File: src/rtl/cdf_accum_pkg.sv
// Shared constants and FSM encoding for the CDF accumulation stage.
package cdf_accum_pkg;

  localparam int NUM_WORDS     = 64;
  localparam int ADDR_W        = 16;
  localparam int BIN_W         = 32;
  localparam int BINS_PER_WORD = 4;
  localparam int WORD_W        = BIN_W * BINS_PER_WORD;
  localparam int IDX_W         = $clog2(NUM_WORDS);

  localparam logic [ADDR_W-1:0] HIST_BASE = 16'h0000;
  localparam logic [ADDR_W-1:0] CDF_BASE  = 16'h0040;

  typedef enum logic [1:0] {
    ST_IDLE  = 2'd0,
    ST_RUN   = 2'd1,
    ST_DRAIN = 2'd2,
    ST_DONE  = 2'd3
  } cdf_state_t;

endpackage

File: src/rtl/cdf_accum_if.sv
// Dual-port scratch memory bus shared between the CDF stage and scratch memory.
interface cdf_accum_if;
  import cdf_accum_pkg::*;

  logic [WORD_W-1:0] cdf_sc_mem_rd_data;
  logic [ADDR_W-1:0] cdf_sc_mem_rd_addr;
  logic              cdf_sc_mem_rd_en;
  logic [ADDR_W-1:0] cdf_sc_mem_wt_addr;
  logic [WORD_W-1:0] cdf_sc_mem_wt_data;
  logic              cdf_sc_mem_wt_en;

  modport master (
    input  cdf_sc_mem_rd_data,
    output cdf_sc_mem_rd_addr,
    output cdf_sc_mem_rd_en,
    output cdf_sc_mem_wt_addr,
    output cdf_sc_mem_wt_data,
    output cdf_sc_mem_wt_en
  );

  modport slave (
    output cdf_sc_mem_rd_data,
    input  cdf_sc_mem_rd_addr,
    input  cdf_sc_mem_rd_en,
    input  cdf_sc_mem_wt_addr,
    input  cdf_sc_mem_wt_data,
    input  cdf_sc_mem_wt_en
  );

endinterface

File: src/rtl/cdf_accum_prefix4.sv
// Four-lane prefix adder: turns one histogram word plus the incoming running
// sum into one CDF word, and reports the lowest lane whose CDF is nonzero.
module cdf_prefix4
  import cdf_accum_pkg::*;
(
  input  logic [BIN_W-1:0]  s,
  input  logic [WORD_W-1:0] word,
  output logic [WORD_W-1:0] cdf_word,
  output logic              nz_valid,
  output logic [BIN_W-1:0]  nz_value
);

  logic [BIN_W-1:0] acc;

  // Ripple the running sum through the lanes, lane 0 (lowest bin) first.
  always_comb begin
    acc      = s;
    cdf_word = '0;
    nz_valid = 1'b0;
    nz_value = '0;
    for (int j = 0; j < BINS_PER_WORD; j++) begin
      acc = acc + word[j*BIN_W +: BIN_W];
      cdf_word[j*BIN_W +: BIN_W] = acc;
      if (!nz_valid && (acc != '0)) begin
        nz_valid = 1'b1;
        nz_value = acc;
      end
    end
  end

endmodule

File: src/rtl/cdf_accum.sv
// Histogram-equalisation CDF stage: streams the histogram out of scratch
// memory, writes the cumulative distribution back, and reports the first
// nonzero CDF value and the grand total for the divider.
module cdf_accum
  import cdf_accum_pkg::*;
(
  input  logic              clk,
  input  logic              reset,
  input  logic              enable,
  input  logic              cdf_en,
  cdf_accum_if.master       mem,
  output logic [BIN_W-1:0]  cdf_min,
  output logic [BIN_W-1:0]  cdf_total,
  output logic              cdf_done
);

  cdf_state_t        state;
  logic [IDX_W-1:0]  rd_idx;
  logic [IDX_W-1:0]  wt_idx;
  logic              data_valid;
  logic              wt_last;
  logic              min_found;
  logic [BIN_W-1:0]  run_sum;

  logic [WORD_W-1:0] cdf_word;
  logic              nz_valid;
  logic [BIN_W-1:0]  nz_value;

  cdf_prefix4 u_prefix4 (
    .s        (run_sum),
    .word     (mem.cdf_sc_mem_rd_data),
    .cdf_word (cdf_word),
    .nz_valid (nz_valid),
    .nz_value (nz_value)
  );

  // Control FSM plus read, accumulate and write pipeline, all frozen by enable.
  always_ff @(posedge clk) begin
    if (!reset) begin
      state                  <= ST_IDLE;
      rd_idx                 <= '0;
      wt_idx                 <= '0;
      data_valid             <= 1'b0;
      wt_last                <= 1'b0;
      min_found              <= 1'b0;
      run_sum                <= '0;
      mem.cdf_sc_mem_rd_en   <= 1'b0;
      mem.cdf_sc_mem_rd_addr <= '0;
      mem.cdf_sc_mem_wt_en   <= 1'b0;
      mem.cdf_sc_mem_wt_addr <= '0;
      mem.cdf_sc_mem_wt_data <= '0;
      cdf_min                <= '0;
      cdf_total              <= '0;
      cdf_done               <= 1'b0;
    end else if (enable) begin
      mem.cdf_sc_mem_rd_en <= 1'b0;
      mem.cdf_sc_mem_wt_en <= 1'b0;
      cdf_done             <= 1'b0;
      data_valid           <= mem.cdf_sc_mem_rd_en;
      wt_last              <= data_valid && (wt_idx == IDX_W'(NUM_WORDS - 1));

      if (data_valid) begin
        mem.cdf_sc_mem_wt_en   <= 1'b1;
        mem.cdf_sc_mem_wt_addr <= CDF_BASE + ADDR_W'(wt_idx);
        mem.cdf_sc_mem_wt_data <= cdf_word;
        wt_idx                 <= wt_idx + 1'b1;
        run_sum                <= cdf_word[WORD_W-1 -: BIN_W];
        if (!min_found && nz_valid) begin
          min_found <= 1'b1;
          cdf_min   <= nz_value;
        end
      end

      case (state)
        ST_IDLE: begin
          if (cdf_en) begin
            state     <= ST_RUN;
            rd_idx    <= '0;
            wt_idx    <= '0;
            run_sum   <= '0;
            min_found <= 1'b0;
            cdf_min   <= '0;
            cdf_total <= '0;
          end
        end
        ST_RUN: begin
          mem.cdf_sc_mem_rd_en   <= 1'b1;
          mem.cdf_sc_mem_rd_addr <= HIST_BASE + ADDR_W'(rd_idx);
          rd_idx                 <= rd_idx + 1'b1;
          if (rd_idx == IDX_W'(NUM_WORDS - 1)) begin
            state <= ST_DRAIN;
          end
        end
        ST_DRAIN: begin
          if (wt_last) begin
            state     <= ST_DONE;
            cdf_done  <= 1'b1;
            cdf_total <= run_sum;
          end
        end
        ST_DONE: begin
          state <= ST_IDLE;
        end
        default: begin
          state <= ST_IDLE;
        end
      endcase
    end
  end

endmodule

File: src/flat_wrapper.sv
// flat-port wrapper written by rule: the top's interface ports become plain ports
module cdf_accum_flat import cdf_accum_pkg::*;
  (clk, reset, enable, cdf_en, cdf_min, cdf_total, cdf_done, mem_cdf_sc_mem_rd_data, mem_cdf_sc_mem_rd_addr, mem_cdf_sc_mem_rd_en, mem_cdf_sc_mem_wt_addr, mem_cdf_sc_mem_wt_data, mem_cdf_sc_mem_wt_en);
  cdf_accum_if mem_i ();
  input  logic clk;
  input  logic reset;
  input  logic enable;
  input  logic cdf_en;
  output logic [BIN_W-1:0] cdf_min;
  output logic [BIN_W-1:0] cdf_total;
  output logic cdf_done;
  input wire logic [$bits(mem_i.cdf_sc_mem_rd_data)-1:0] mem_cdf_sc_mem_rd_data;
  output wire logic [$bits(mem_i.cdf_sc_mem_rd_addr)-1:0] mem_cdf_sc_mem_rd_addr;
  output wire logic [$bits(mem_i.cdf_sc_mem_rd_en)-1:0] mem_cdf_sc_mem_rd_en;
  output wire logic [$bits(mem_i.cdf_sc_mem_wt_addr)-1:0] mem_cdf_sc_mem_wt_addr;
  output wire logic [$bits(mem_i.cdf_sc_mem_wt_data)-1:0] mem_cdf_sc_mem_wt_data;
  output wire logic [$bits(mem_i.cdf_sc_mem_wt_en)-1:0] mem_cdf_sc_mem_wt_en;
  assign mem_i.cdf_sc_mem_rd_data = mem_cdf_sc_mem_rd_data;
  assign mem_cdf_sc_mem_rd_addr = mem_i.cdf_sc_mem_rd_addr;
  assign mem_cdf_sc_mem_rd_en = mem_i.cdf_sc_mem_rd_en;
  assign mem_cdf_sc_mem_wt_addr = mem_i.cdf_sc_mem_wt_addr;
  assign mem_cdf_sc_mem_wt_data = mem_i.cdf_sc_mem_wt_data;
  assign mem_cdf_sc_mem_wt_en = mem_i.cdf_sc_mem_wt_en;
  cdf_accum u_core (.clk(clk), .reset(reset), .enable(enable), .cdf_en(cdf_en), .mem(mem_i), .cdf_min(cdf_min), .cdf_total(cdf_total), .cdf_done(cdf_done));
endmodule
File: config.mk
export PLATFORM = sky130hd
export DESIGN_NAME = cdf_accum_flat
export DESIGN_NICKNAME = d
export VERILOG_FILES = /design/src/rtl/cdf_accum_pkg.sv /design/src/rtl/cdf_accum_if.sv /design/src/rtl/cdf_accum_prefix4.sv /design/src/rtl/cdf_accum.sv /design/src/flat_wrapper.sv
export SDC_FILE = /design/constraint.sdc
export NUM_CORES = 1
export LEC_CHECK = 0
export CAP_MARGIN = 20
export CORE_AREA = 2 2 328 200
export DETAILED_ROUTE_END_ITERATION = 8
export DIE_AREA = 0 0 330 202
export PLACE_DENSITY_LB_ADDON = 0.2
export SETUP_SLACK_MARGIN = 0.4
export SYNTH_ARGS = -nofsm -noshare
export SYNTH_HDL_FRONTEND = slang
export SYNTH_SLANG_ARGS = --single-unit
export TNS_END_PERCENT = 20
File: constraint.sdc
create_clock -name clk -period 13.7 [get_ports clk]
set_input_delay 1.37 -clock clk [delete_from_list [all_inputs] [get_ports clk]]
set_output_delay 1.37 -clock clk [all_outputs]
set_load 0.1 [all_outputs]
After elaboration in Yosys (flattened, before gate mapping)
Index checks and enable logic that the tools add are counted.
{"block": "word_totals", "ff_bits": 266, "output_inout_bits": 227, "wordCells": 86}
{"block": "classes", "addsub": 7, "eq_ne": 8, "muxes": 35, "reduce_logical": 21}
{"operator": "$mux 32", "n": 13}
{"operator": "$add 32x32->32", "n": 4}
{"operator": "$reduce_bool 32->1", "n": 4}
{"operator": "$pmux 32 s2", "n": 1}
{"operator": "$mux 6", "n": 4}
{"operator": "$add 6x1->6 const B", "n": 2}
{"operator": "$eq 6x6->1 const B", "n": 2}
{"operator": "$mux 1", "n": 12}
{"operator": "$pmux 6 s2", "n": 1}
{"operator": "$add 7x6->8 const A", "n": 1}
{"operator": "$pmux 2 s4", "n": 1}
{"operator": "$reduce_and 4->1", "n": 2}
{"operator": "$mux 2", "n": 3}
{"operator": "$logic_and 1x1->1", "n": 5}
{"operator": "$eq 2x2->1 const B", "n": 2}
{"operator": "$logic_not 1->1", "n": 4}
{"operator": "$ne 2x1->1 const B", "n": 2}
{"operator": "$reduce_and 2->1", "n": 2}
{"operator": "$reduce_bool 2->1", "n": 2}
{"operator": "$reduce_and 3->1", "n": 1}
{"operator": "$eq 2x1->1 const B", "n": 1}
{"operator": "$logic_not 2->1", "n": 1}
{"operator": "$ne 2x2->1 const B", "n": 1}

Depth between registers and ports, before layout
{"block": "logic_depth", "depth_word": 17, "mapped_depth": 41}

Modules after synthesis
A second synthesis with hierarchy kept.
{"block": "unflattened", "hier_cells": 2400, "area_unflattened_um2": 18540.3}
{"module": "cdf_accum", "instances": 1, "cells_per_inst": 1084, "area_each_um2": 9527.9}
{"module": "cdf_prefix4", "instances": 1, "cells_per_inst": 1316, "area_each_um2": 9012.4}

Worst setup path before layout
OpenSTA, ideal clock, no wires.
{"block": "synth_path", "path_kind": "input -> register", "from": "input mem_cdf_sc_mem_rd_data[16]", "to": "register u_core.cdf_min[19]", "t_arrival_ps": 8878, "required_ps": 13630, "path_slack_ps": 4751, "cell_stages": 37, "path_buffers": 4, "path_cell_list": "ha_1 -> clkbuf_1 -> nand2_1 -> o21ai_0 -> mux2_2 -> a2111oi_0 -> ha_1 -> clkbuf_1 -> a21oi_1 -> o21ai_0 -> nor3_1 -> a21oi_1 -> xnor2_1 -> inv_1 -> ha_1 -> a21oi_1 -> o21ai_0 -> or2_2 -> o21ai_0 -> or3_1 -> and2_1 -> inv_1 -> ha_1 -> clkbuf_1 -> a21o_1 -> nand3_1 -> nand2_1 -> nor3_1 -> a211oi_1 -> o22ai_1 -> xor2_1 -> xnor3_1 -> and4_1 -> nand2_2 -> nand4b_1 -> buf_2 -> o2bb2ai_1"}
{"block": "synth_via", "elab_cells_between_ends": 27, "classes_between": "4 x add/sub; 12 x mux; 11 x reduce/logical"}
{"item": "from (decl)", "line_no": "flat_wrapper.sv:12", "rtl": "input wire logic [$bits(mem_i.cdf_sc_mem_rd_data)-1:0] mem_cdf_sc_mem_rd_data;"}
{"item": "$add 32x32->32 (*)", "line_no": "cdf_accum_prefix4.sv:22", "rtl": "acc = acc + word[j*BIN_W +: BIN_W];"}
{"item": "net u_core.cdf_word[18]", "line_no": "cdf_accum.sv:25", "rtl": "logic [WORD_W-1:0] cdf_word;"}
{"item": "$add 32x32->32 (*)", "line_no": "cdf_accum_prefix4.sv:22"}
{"item": "net u_core.cdf_word[53]", "line_no": "cdf_accum.sv:25"}
{"item": "$add 32x32->32 (*)", "line_no": "cdf_accum_prefix4.sv:22"}
{"item": "net u_core.cdf_word[86]", "line_no": "cdf_accum.sv:25"}
{"item": "parallel branches: the longest is 7 deep, another holds $add 32x32->32"}
{"item": "$mux 32 (*)", "line_no": "cdf_accum.sv:68", "rtl": "if (!min_found && nz_valid) begin"}
{"item": "$mux 32 (*)", "line_no": "cdf_accum.sv:62", "rtl": "if (data_valid) begin"}
{"item": "$mux 32", "line_no": "cdf_accum.sv:76", "rtl": "if (cdf_en) begin"}
{"item": "$mux 32 (*)", "line_no": "cdf_accum.sv:74", "rtl": "case (state)"}
{"item": "to (signal assigned)", "line_no": "cdf_accum.sv:70", "rtl": "cdf_min <= nz_value;"}
{"item": "to (decl)", "line_no": "cdf_accum.sv:12", "rtl": "output logic [BIN_W-1:0] cdf_min,"}
Mark *: on every way through the listed nets, which the timed path passes.
A chain may end at the register's enable or synchronous reset.

Worst setup path after layout
{"block": "layout_path", "from": "input mem_cdf_sc_mem_rd_data[18]", "to": "register u_core.cdf_min[14]"}
The elaborated chain is that of the path after synthesis.

==> flow_metrics.py <==
metrics = {
    "route": {
        "wirelength_microns": 93500,
        "drtIter0Drc": 2380,
        "vias_per_cell": 5.57,
        "drc_errors": 26,
        "wire_per_inst_microns": 26.1,
        "firstDrtPassIters": 8,
        "ant_nets": 0,
        "vias": 19900,
    },
    "setup_path": {
        "endpoint_kind": "flop",
        "slowest_delay_ns": 0.88,
        "critical_path_required_ns": 14.22,
        "start_kind": "primary input",
        "cp_max_fo": 24,
        "r2r.worst_path.cells": 32,
        "slowest_stage": "xnor2_1",
        "crit_arrival_ns": 12.37,
        "worstSetupPathType": "primary input to flop",
    },
    "grt": {
        "grt_use_met1_pct": 41.2,
        "use_met3_pct": 6.47,
        "met2_usage_pct": 38.5,
        "grt_pass1_wl_microns": 132000,
        "grt_max_degree": 84,
        "grt_busiest_layer": "met1",
        "antenna_found_initial": 6,
        "grt_pass1_vias": 18700,
        "grt_overflow": 0,
        "grt_usage_pct": 26.9,
    },
    "clocking": {
        "cts_htree_levels": 1,
        "cts-root-buf": "clkbuf_16",
        "hold_buffers": 0,
        "clkSinkCount": 257,
        "cts_buffer_depth": 3,
        "cts_resized": 0,
        "postCtsSetupBuffers": 0,
        "clkLatencyLatePin_ns": 0.60,
        "clkTransAtPathRegs_ns": 0.06,
        "cts_buffers": 28,
        "cts_tree": "yes",
    },
    "floorplanning": {
        "die_h_microns": 202,
        "num_rows": 72,
        "die_x_microns": 330,
        "coreArea_sq_um": 63800,
        "start_util_pct": 28.7,
        "ios": 359,
        "die_area_sq_um": 66700,
    },
    "place": {
        "place_area_sq_um": 22800,
        "portBuffers": 339,
        "hpwl_microns": 75700,
        "placed_cells": 3526,
        "gp_congestion": 1.04,
    },
    "timing": {
        "hold_viol": 0,
        "fin_crit_sh_pct": 86.5,
        "tns_ns": 0,
        "final.min_clock_period_ns": 11.85,
        "finalSetupViolations": 0,
        "finalMaxSlewViolations": 0,
        "rsz0062_at_grt": "no",
        "fin_skew_ns": 0.0212,
        "worstMarginPinSlew_ns": 1.25,
        "clock.fmax_mhz": 84.4,
        "relSlewSlack_pct": 16.7,
    },
    "power": {
        "power_density_nw_per_um2": 163,
        "p_leak_nw": 8.97,
        "finalPower_mw": 3.87,
        "ir_drop_mv": 0.103,
    },
    "logic_synthesis": {
        "synth_compound_area_share_pct": 28.8,
        "synth_cell_types": 95,
        "syn_avg_cell_area_sq_um": 7.63,
        "synthXorXnorAreaFrac_pct": 4.92,
        "ys_seq_elements": 257,
        "synth_top_family_by_area": "compound AO/OA/AOI/OAI gates",
        "synth_ff_type": "dfxtp_1",
        "syn_area_sq_um": 18300,
        "synth_mux_area_share_pct": 1.08,
        "synth-seq-area-share_pct": 28.1,
        "async_flop_share_pct": 0,
        "yosys_warnings": 0,
        "synth-simple-area-share_pct": 21.9,
        "synthAdderAreaFrac_pct": 9.61,
        "syn-instance-count": 2395,
        "synth-edff-count": 0,
    },
    "status": {
        "violations": "design-rule violations",
        "outcome": "finished, violations left",
    },
    "layout": {
        "drive_above_1_share_pct": 6.86,
        "final_area_sq_um": 23800,
        "multi_input_area_sq_um": 12300,
        "syn_to_final_growth_pct": 30.0,
        "fill_cells": 6630,
        "nets": 2975,
        "final_cells": 3578,
        "seqCellArea_sq_um": 5140,
    },
    "run": {
        "max_cap_viol_count": 0,
    },
    "hold_path": {
        "worstHoldPathCells": 2,
        "hold_class": "flop to flop",
    },
}
metrics by stage:
step	util [%]	worst slack, ns	hold WS, ns
4_1_cts	37.3	2.31	0.460
3_5_place_dp	35.7	1.76	0.451
2_1_floorplan	-	4.75	0.450
3_3_place_gp	35.6	1.29	0.446
6_report	37.3	1.85	0.456
5_1_grt	37.3	1.56	0.479
Yosys cell counts, drive strengths merged, types with 35 or more instances:
master | count | area, sq um
a21boi | 50 | 375
xor2 | 35 | 307
dfxtp | 257 | 5140
inv | 86 | 323
nor2b | 46 | 288
a21o | 43 | 323
a21oi | 275 | 1390
a22oi | 61 | 458
o21ai | 132 | 661
ha | 134 | 1680
xnor2 | 63 | 571
nor3 | 47 | 235
a211oi | 40 | 315
clkbuf | 102 | 383
buf | 50 | 295
nor2 | 189 | 709
nand2 | 331 | 1240
o2bb2ai | 35 | 319
nand4 | 45 | 282
worst max-delay path, delay by kind of cell:
family	cells	cell delay [ns]
AOI/OAI and AO/OA	13	3.74
muxes	1	0.12
buffers and inverters	2	0.75
adders and majority gates	4	1.87
and+or+nand+nor	9	1.87
xor gates and xnor gates	4	2.61
area by class of cell:
type,count,area share [%]
clock buffers,36,3.33
repair buffers,414,16.7
inverters,86,1.36
multi-input cells,1918,51.6
flip-flops and latches,257,21.6
diodes,2,0.0211
well taps,851,4.48
clock inverters,14,0.911
power breakdown:
part | internal, mW | total, mW | switching, mW | leakage [nW]
sequential | 0.755 | 0.761 | 0.00662 | 2.07
clock | 0.487 | 0.842 | 0.356 | 0.492
combinational | 0.699 | 2.26 | 1.56 | 6.41
metal layers:
metal | up-vias | wire (microns)
li1 | 9251 | -
met1 | 9712 | 45500
met2 | 896 | 37900
met3 | 86 | 8870
met4 | 0 | 1270
met5 | - | 0
state kept, by name (all words and copies together), names as in the netlist, 2 cells and up:
signal	cells
u_core.cdf_min	32
u_core.cdf_total	32
u_core.mem.cdf_sc_mem_rd_addr	6
u_core.mem.cdf_sc_mem_wt_addr	7
u_core.mem.cdf_sc_mem_wt_data	128
u_core.rd_idx	6
u_core.run_sum	32
u_core.state	2
u_core.wt_idx	6
placed cells by master, fill, tap and decap left out, types with 22 or more instances in the layout:
master,instances
nor2_1,188
a22oi_1,61
dfxtp_1,257
xnor2_1,62
nand3_1,23
o2bb2ai_1,33
o21a_1,24
nand2_1,329
ha_1,134
a21oi_1,271
inv_1,84
clkdlybuf4s50_1,338
clkbuf_16,28
nand2b_1,22
a21boi_0,48
nand4_1,45
nor2b_1,46
nor3_1,47
buf_4,73
o21ai_0,117
xor2_1,35
and2_1,25
a211oi_1,37
a21o_1,43
cell families (layout without fill, tap and decap cells):
logic type / count (synthesis) / count (layout)
buf+inv: 238 / 550
xor+xnor: 99 / 99
other cells: 1 / 21
mux: 19 / 19
simple gates: 840 / 840
compound gates: 803 / 803
fa+ha+maj: 138 / 138
flops: 257 / 257
final timing paths:
kind | startpoint | endpoint | slack (ns)
max | mem_cdf_sc_mem_rd_data[18] | u_core.cdf_min[14] | 1.85
min | u_core.mem.cdf_sc_mem_wt_data[23] | u_core.mem.cdf_sc_mem_wt_data[23] | 0.46
min reg2reg | u_core.mem.cdf_sc_mem_wt_data[23] | u_core.mem.cdf_sc_mem_wt_data[23] | 0.46
max reg2reg | u_core.run_sum[18] | u_core.cdf_min[14] | 2.64
Power figures use the tool's default switching activity.
